$ cat config.mk
export PLATFORM = sky130hd
export DESIGN_NAME = pmod_btn_reader
export DESIGN_NICKNAME = d
export VERILOG_FILES = /design/src/rtl/pmod_pkg.sv /design/src/rtl/pmod_btn_debounce.sv /design/src/rtl/pmod_btn_reader.sv
export SDC_FILE = /design/constraint.sdc
export NUM_CORES = 1
export LEC_CHECK = 0
export ABC_AREA = 1
export CAP_MARGIN = 30
export CORE_AREA = 2 2 130 132
export DETAILED_ROUTE_END_ITERATION = 7
export DIE_AREA = 0 0 132 134
export GPL_TIMING_DRIVEN = 0
export PLACE_DENSITY_LB_ADDON = 0.25
export SYNTH_ARGS = -nofsm -noshare
export SYNTH_HDL_FRONTEND = slang
export SYNTH_SLANG_ARGS = --single-unit
$ cat constraint.sdc
create_clock -name CLK -period 5.5 [get_ports CLK]
set_input_delay 0.55 -clock CLK [delete_from_list [all_inputs] [get_ports CLK]]
set_output_delay 0.55 -clock CLK [all_outputs]
set_load 0.02 [all_outputs]
$ cat src/rtl/pmod_pkg.sv
// Shared definitions for the PMod button reader: channel count, event
// word layout and the default debounce window.
package pmod_pkg;

  localparam int PMOD_W            = 8;
  localparam int EVT_TYPE_BIT      = 3;
  localparam int EVT_IDX_MSB       = 2;
  localparam int EVT_W             = EVT_TYPE_BIT + 1;
  localparam logic EVT_PRESS       = 1'b1;
  localparam logic EVT_RELEASE     = 1'b0;
  localparam int DB_CYCLES_DEFAULT = 120000;

  typedef struct packed {
    logic                 kind;
    logic [EVT_IDX_MSB:0] idx;
  } evt_t;

  function automatic evt_t make_evt(input logic kind, input int idx);
    evt_t e;
    e.kind = kind;
    e.idx  = idx[EVT_IDX_MSB:0];
    return e;
  endfunction

endpackage

$ cat src/rtl/pmod_btn_debounce.sv
// One button channel: two-flop synchroniser, stability counter, debounced
// level and single-cycle rise/fall pulses.
module pmod_btn_debounce
  import pmod_pkg::*;
#(
  parameter int DB_CYCLES = DB_CYCLES_DEFAULT
) (
  input  logic clk,
  input  logic rst,
  input  logic btn,
  output logic level,
  output logic rise,
  output logic fall
);

  localparam int CNT_W = (DB_CYCLES > 1) ? $clog2(DB_CYCLES) : 1;
  localparam logic [CNT_W-1:0] CNT_LAST = CNT_W'(DB_CYCLES - 1);

  logic             sync1;
  logic             s;
  logic [CNT_W-1:0] cnt;

  // The level only flips after DB_CYCLES consecutive mismatching samples;
  // any matching sample restarts the count, which swallows contact bounce.
  always_ff @(posedge clk) begin
    if (rst) begin
      sync1 <= 1'b0;
      s     <= 1'b0;
      cnt   <= '0;
      level <= 1'b0;
      rise  <= 1'b0;
      fall  <= 1'b0;
    end else begin
      sync1 <= btn;
      s     <= sync1;
      rise  <= 1'b0;
      fall  <= 1'b0;
      if (s == level) begin
        cnt <= '0;
      end else if (cnt == CNT_LAST) begin
        cnt   <= '0;
        level <= s;
        rise  <= s;
        fall  <= ~s;
      end else begin
        cnt <= cnt + CNT_W'(1);
      end
    end
  end

endmodule

$ cat src/rtl/pmod_btn_reader.sv
// Eight debounced PMod buttons with edge pulses and a one-entry press/release
// event register behind a valid/ready handshake, plus a sticky overflow flag.
module pmod_btn_reader
  import pmod_pkg::*;
#(
  parameter int DB_CYCLES = DB_CYCLES_DEFAULT
) (
  input  logic              CLK,
  input  logic              RST,
  input  logic [PMOD_W-1:0] BTN,
  output logic [PMOD_W-1:0] STATE,
  output logic [PMOD_W-1:0] PRESS,
  output logic [PMOD_W-1:0] RELEASE,
  output logic              EVT_VALID,
  input  logic              EVT_READY,
  output logic [EVT_W-1:0]  EVT_DATA,
  output logic              EVT_OVF
);

  logic [PMOD_W-1:0] pend_press;
  logic [PMOD_W-1:0] pend_rel;
  logic [PMOD_W-1:0] req_press;
  logic [PMOD_W-1:0] req_rel;
  logic [PMOD_W-1:0] load_press;
  logic [PMOD_W-1:0] load_rel;
  logic              do_load;
  logic              sel_valid;
  evt_t              sel_evt;

  for (genvar i = 0; i < PMOD_W; i++) begin : g_chan
    pmod_btn_debounce #(
      .DB_CYCLES(DB_CYCLES)
    ) u_db (
      .clk  (CLK),
      .rst  (RST),
      .btn  (BTN[i]),
      .level(STATE[i]),
      .rise (PRESS[i]),
      .fall (RELEASE[i])
    );
  end

  // Fresh pulses join the pending set so an edge can reach the event
  // register on the very next cycle without first parking in a flag.
  assign req_press = pend_press | PRESS;
  assign req_rel   = pend_rel   | RELEASE;
  assign do_load   = ~EVT_VALID | EVT_READY;

  // Descending scan leaves the lowest channel selected, press over release.
  always_comb begin
    sel_valid  = 1'b0;
    sel_evt    = '0;
    load_press = '0;
    load_rel   = '0;
    for (int i = PMOD_W - 1; i >= 0; i--) begin
      if (req_rel[i]) begin
        sel_valid = 1'b1;
        sel_evt   = make_evt(EVT_RELEASE, i);
      end
      if (req_press[i]) begin
        sel_valid = 1'b1;
        sel_evt   = make_evt(EVT_PRESS, i);
      end
    end
    if (sel_valid && do_load) begin
      if (sel_evt.kind == EVT_PRESS) load_press[sel_evt.idx] = 1'b1;
      else                           load_rel[sel_evt.idx]   = 1'b1;
    end
  end

  // A new edge on a flag that is loaded this cycle stays pending; one that
  // lands on a flag still waiting is lost and marks the overflow.
  always_ff @(posedge CLK) begin
    if (RST) begin
      pend_press <= '0;
      pend_rel   <= '0;
      EVT_VALID  <= 1'b0;
      EVT_DATA   <= '0;
      EVT_OVF    <= 1'b0;
    end else begin
      pend_press <= (PRESS & (pend_press | ~load_press)) |
                    (~PRESS & pend_press & ~load_press);
      pend_rel   <= (RELEASE & (pend_rel | ~load_rel)) |
                    (~RELEASE & pend_rel & ~load_rel);
      if (|((PRESS & pend_press & ~load_press) |
            (RELEASE & pend_rel & ~load_rel)))
        EVT_OVF <= 1'b1;
      if (do_load) begin
        EVT_VALID <= sel_valid;
        if (sel_valid) EVT_DATA <= sel_evt;
      end
    end
  end

endmodule
; ---- Yosys cells after proc, flatten, opt, wreduce, memory -nomap -nowiden
; Cells that the tools add are included.
[op_classes]
eq_ne = 16
addsub = 8
n_reduce_logical = 28
magnitude_cmp = 2
n_mux = 38
bitwise = 47
[ops]
columns = op, count
row1 = 17-bit by 1-bit adder with 17-bit output (second input constant), 8
row2 = 17-bit equality test (second input constant), 8
row3 = 8-bit AND, 10
row4 = 4-bit two-way mux, 15
row5 = 8-bit bitwise OR, 7
row6 = 3-bit OR reduction, 16
row7 = 8-bit two-way mux, 4
row8 = 8-bit inverter, 4
row9 = 1-bit inverter, 25
row10 = 2-bit AND reduction, 9
row11 = 1-bit two-way mux, 17
row12 = 1-bit equality test, 8
row13 = 8-bit OR reduction, 1
row14 = 3-bit by 4-bit < comparator with 1-bit output (second input constant), 1
row15 = 1-bit demux with 3-bit select, 1
row16 = 3-bit by 1-bit >= comparator with 1-bit output (second input constant), 1
row17 = 3-bit two-way mux, 1
row18 = 1-bit logical AND, 2
row19 = 1-bit bitwise OR, 1
[word_totals]
word_cells = 192
input_bits = 11
out_inout_bits = 30
reg_bits = 198

; ---- Longest topological paths before layout
[logic_depth]
depth_word = 27
depth_mapped = 23
mapped_depth_nobuf = 23

; ---- By module
; A second synthesis with hierarchy kept.
[hier_totals]
hier_cells = 1498
hier_area_um2 = 10070.9
[by_module_without_submodules]
columns = mod, cells_each, seq_area_each_um2, instances, area_each_um2
row1 = pmod_btn_debounce (g_chan[0].u_db ...), 157, 440.4, 7, 1072.3
row2 = pmod_btn_reader, 243, 440.4, 1, 1488.9
row3 = pmod_btn_debounce (g_chan[5].u_db), 156, 440.4, 1, 1076.0

; ---- Least setup slack after synthesis
; Ideal clock, no wire load.
[synth_timing]
kind = reg-to-reg
startpoint = register g_chan[6].u_db.cnt[0]
endpoint = register g_chan[6].u_db.cnt[12]
required_ns = 5.369
synth_period_minus_slack_ns = 1.819
arrival_time_ns = 1.688
n_path_buf = 1
setup_slack_ns = 3.681
setup_time_ns = 0.131
path_stages_with_launch = 10
cell_sequence = dfxtp_1 ha_1 nand2_1 nor2_2 nand3_1 nor4_1 nor2_1 inv_1 buf_4 nor3b_1
[synth_via]
elab_chain_len = 2
word_cells_on_any_way = 3
cone_classes = add/sub (1) / eq/ne (1) / reduce/logical (1)
[synth_lines]
columns = item, line_no
row1 = "start, declared", pmod_btn_debounce.sv:21  ; logic [CNT_W-1:0] cnt;
row2 = "start signal, assigned", pmod_btn_debounce.sv:46  ; cnt <= cnt + CNT_W'(1);
row3 = branches (longest 2 deep; another with 17-bit by 1-bit adder with 17-bit output), --
; Parallel ways; which one is timed is not known.
; A chain may end at the register's enable or synchronous reset.

; ---- Worst setup path in the final report
; Same ends and word-level chain as after synthesis.

==> impl_metrics.ini <==
[logic_synthesis]
yosys_warnings = 0
synth_nets = 1207
synth_cells = 1188
synth-seq-area-share_pct = 44.76
yosys.area.top_type = dfxtp_1
yosysMostFrequentCell = dfxtp_1
synthArstFlopShare_pct = 0
synthTopCellsByCount = 198 x dfxtp_1, 196 x nand2_1, 190 x inv_1
avgSynthCellArea_sq_um = 7.453
synth_cell_type_count = 45
synth_edf_count = 0
synthMuxAreaShare_pct = 0
synth_xor_xnor_area_share_pct = 4.451
synth_top_area_share_pct = 44.76
synth_seq_cells = 198
yosys_most_used_dff = dfxtp_1
synth_top_family_by_area = simple AND/OR/NAND/NOR gates
yosys-top-cells-area = dfxtp_1 45%, nand2_1 8.3%, inv_1 8.1%
synth_fa_ha_area_share_pct = 1.130
syn-cell-area_sq_um = 8855
synthSimpleGateAreaFrac_pct = 30.14
synth_compound_area_share_pct = 8.026

[setup_path]
crit_family = simple AND/OR/NAND/NOR gates
crit_path_start_kind = flip-flop
reg2reg_depth = 9
crit_slowest_cell = nor4_1
cp_max_fo = 10
crit_chain = ha_1 -> nand2_1 -> nor2_2 -> nand3_1 -> nor4_1 -> nor2_1 -> inv_1 -> buf_4 -> nor3b_1
crit_start = g_chan[6].u_db.cnt[0]$_SDFF_PP0_
critPathMaxStageDelay_ns = 0.61
worstPathRequired_ns = 5.81
worstSetupPathType = flip-flop to flip-flop
endpoint_kind = flip-flop
cp_num_cells = 9
rr_startpoint = g_chan[6].u_db.cnt[0]$_SDFF_PP0_
crit_buf_inv = 2
crit_arrival_ns = 2.55

[sta]
tns_ns = 0
finalClockSkew_ns = 0.006067
slew_headroom_pct = 53.04
max_slew.worst_pin.slew_ns = 0.7044
hold_viol = 0
slew_violations = 0
setup_viol = 0
grt_setup_unrepaired = no
period_share_pct = 40.77
period_minus_slack_ns = 2.242
holdWs_ns = 0.4016
fmax_mhz = 446.0

[drt]
drc_errors = 0
vias_per_cell = 4.860
drtIter0Drc = 359
ant_nets = 0
totalWireLength_mm = 16.43
route.vias.total = 7183
routedWlPerCell_microns = 11.12
drt_first_pass_iters = 5

[finish]
finalNonFillerCells = 1478
diodes = 0
final_util_pct = 62.16
area_growth_pct = 14.34
finalNetCount = 1265
fillCellCount = 1458
drive_above_1_share_pct = 10.10

[grt]
gr-total-overflow = 0
grt.total_usage_pct = 19.46
antenna_found_initial = 0
grt_max_degree = 17
grt_pass1_wl_mm = 28.62
grt_pass1_vias = 6600

[floorplan]
ios = 41
num_rows = 47
die-area_sq_um = 17690
die_x_microns = 132
initial_core_util_pct = 54.36
die_h_microns = 134
design.core.area_sq_um = 16290

[placement]
portBuffers = 39
dp_hpwl_mm = 11.92
place_inst = 1447
finalWeightedCongestion = 0.8665

[power_and_ir_drop]
p_sw_w = 0.0005655
p_int_w = 0.002191
p_clk_share_pct = 46.1
p_per_area_nw_per_um2 = 272.2
p_comb_share_pct = 1.5
swShare_pct = 20.52
p_leak_nw = 4.111
p_total_w = 0.002756
p_seq_share_pct = 52.4
ir_worst_vdd_mv = 0.2132

[clock_tree]
clk-insertion-delay-late_ns = 0.44
cts_inserted_buffers = 17
cts_resized = 0
cts_sinks = 198
postCtsSetupBuffers = 0
h-tree-depth = 4
cts_root_buffer = clkbuf_16
ctsHoldBuffers = 0
cts_tree = built
cts_buffer_depth = 2
clk_pin_slew_ns = 0.07

[min_path]
worstHoldStart = g_chan[3].u_db.sync1$_SDFF_PP0_
min_path_cells = 2
worstHoldPathType = flip-flop to flip-flop

[run]
cap_violations = 0

[outcome]
outcome = complete, no violations
-- power groups by stage --
stage	combinational, W	clock (W)	sequential (W)
6_report	0.0000402	0.00127	0.00144
4_1_cts	0.0000408	0.00130	0.00144
3_5_place_dp	0.0000406	0	0.00148
2_1_floorplan	0.0000243	0	0.00148
3_3_place_gp	0.0000402	0	0.00148
5_1_grt	0.0000458	0.00136	0.00144
-- layout make-up --
class | count | area (sq um) | share of cell area (%)
Sequential cell | 198 | 3964 | 39.15
Clock inverter | 12 | 151.4 | 1.495
Tap cell | 220 | 275.3 | 2.719
Timing Repair Buffer | 39 | 390.4 | 3.856
Multi-Input combinational cell | 746 | 3874 | 38.26
Inverter | 206 | 773.2 | 7.637
Buffer | 38 | 244.0 | 2.410
Clock buffer | 19 | 452.9 | 4.474
-- worst paths after layout --
path | slack, ns | end
worst max-delay path | 3.26 | g_chan[6].u_db.cnt[12]$_SDFF_PP0_
worst max register to register | 3.26 | g_chan[6].u_db.cnt[12]$_SDFF_PP0_
worst min-delay path | 0.40 | g_chan[3].u_db.s$_SDFF_PP0_
worst min register to register | 0.40 | g_chan[3].u_db.s$_SDFF_PP0_
-- registers in the layout (all words and copies together), names as in the netlist --
name               flops
EVT_DATA               4
EVT_OVF                1
EVT_VALID              1
g_chan.u_db.cnt      136
g_chan.u_db.fall       8
g_chan.u_db.level      8
g_chan.u_db.rise       8
g_chan.u_db.s          8
g_chan.u_db.sync1      8
pend_press             8
pend_rel               8
-- metrics by stage --
| step | cell area [sq um] | worst slack [ns] |
|---|---|---|
| finish | 10120 | 3.258 |
| global route | 10120 | 2.971 |
| CTS | 10120 | 3.240 |
| detailed placement | 9520 | 3.089 |
| global placement | 9520 | 3.122 |
| floorplan | 8855 | 3.681 |
-- kinds of logic after synthesis --
| kind of cell | after synthesis |
|---|---|
| buffers and inverters | 244 |
| DFF | 198 |
| and+or+nand+nor | 573 |
| AOI/OAI and AO/OA | 120 |
| xor gates and xnor gates | 45 |
| adders and majority gates | 8 |
-- per-layer routing --
metal  share of wire (%)  vias up  GRT usage [%]
li1                    -     3849              -
met1                  51     3239          25.90
met2                  45       74          31.77
met3                 3.2       21          4.157
met4                 1.4        0          6.099
met5                   0        -              0
-- worst register-to-register path: stages, from the launching register on --
cell     delay [ns]
dfxtp_1        0.36
ha_1           0.18
nand2_1        0.08
nor2_2         0.12
nand3_1        0.15
nor4_1         0.61
nor2_1         0.27
inv_1          0.14
buf_4          0.17
nor3b_1        0.06
-- cell usage in the layout (no fill, tap or decap), types with 3 or more instances in the layout --
cell | Yosys | final
a21oi_1 | 55 | 55
xnor2_1 | 14 | 14
clkdlybuf4s50_1 | 0 | 39
nand2_2 | 6 | 6
buf_4 | 26 | 26
nand2_1 | 196 | 196
nor3_1 | 38 | 38
clkinv_2 | 0 | 4
clkbuf_1 | 9 | 9
o21a_1 | 8 | 8
or2_2 | 6 | 6
dfxtp_1 | 198 | 198
xor2_1 | 31 | 31
nor4_2 | 5 | 5
inv_1 | 190 | 190
nand3_1 | 50 | 50
a22oi_1 | 4 | 4
nor2_1 | 188 | 188
inv_2 | 14 | 14
o211ai_1 | 14 | 14
nand4_1 | 21 | 21
nor2_4 | 4 | 4
o21ai_0 | 24 | 24
nor3_2 | 11 | 11
ha_1 | 8 | 8
nor4_1 | 11 | 11
nor2_2 | 13 | 13
a31oi_1 | 4 | 4
nor3b_1 | 14 | 14
a211oi_1 | 4 | 4
bufinv_16 | 0 | 3
clkbuf_16 | 0 | 17
Note: power is estimated with default switching activity, not from simulation.
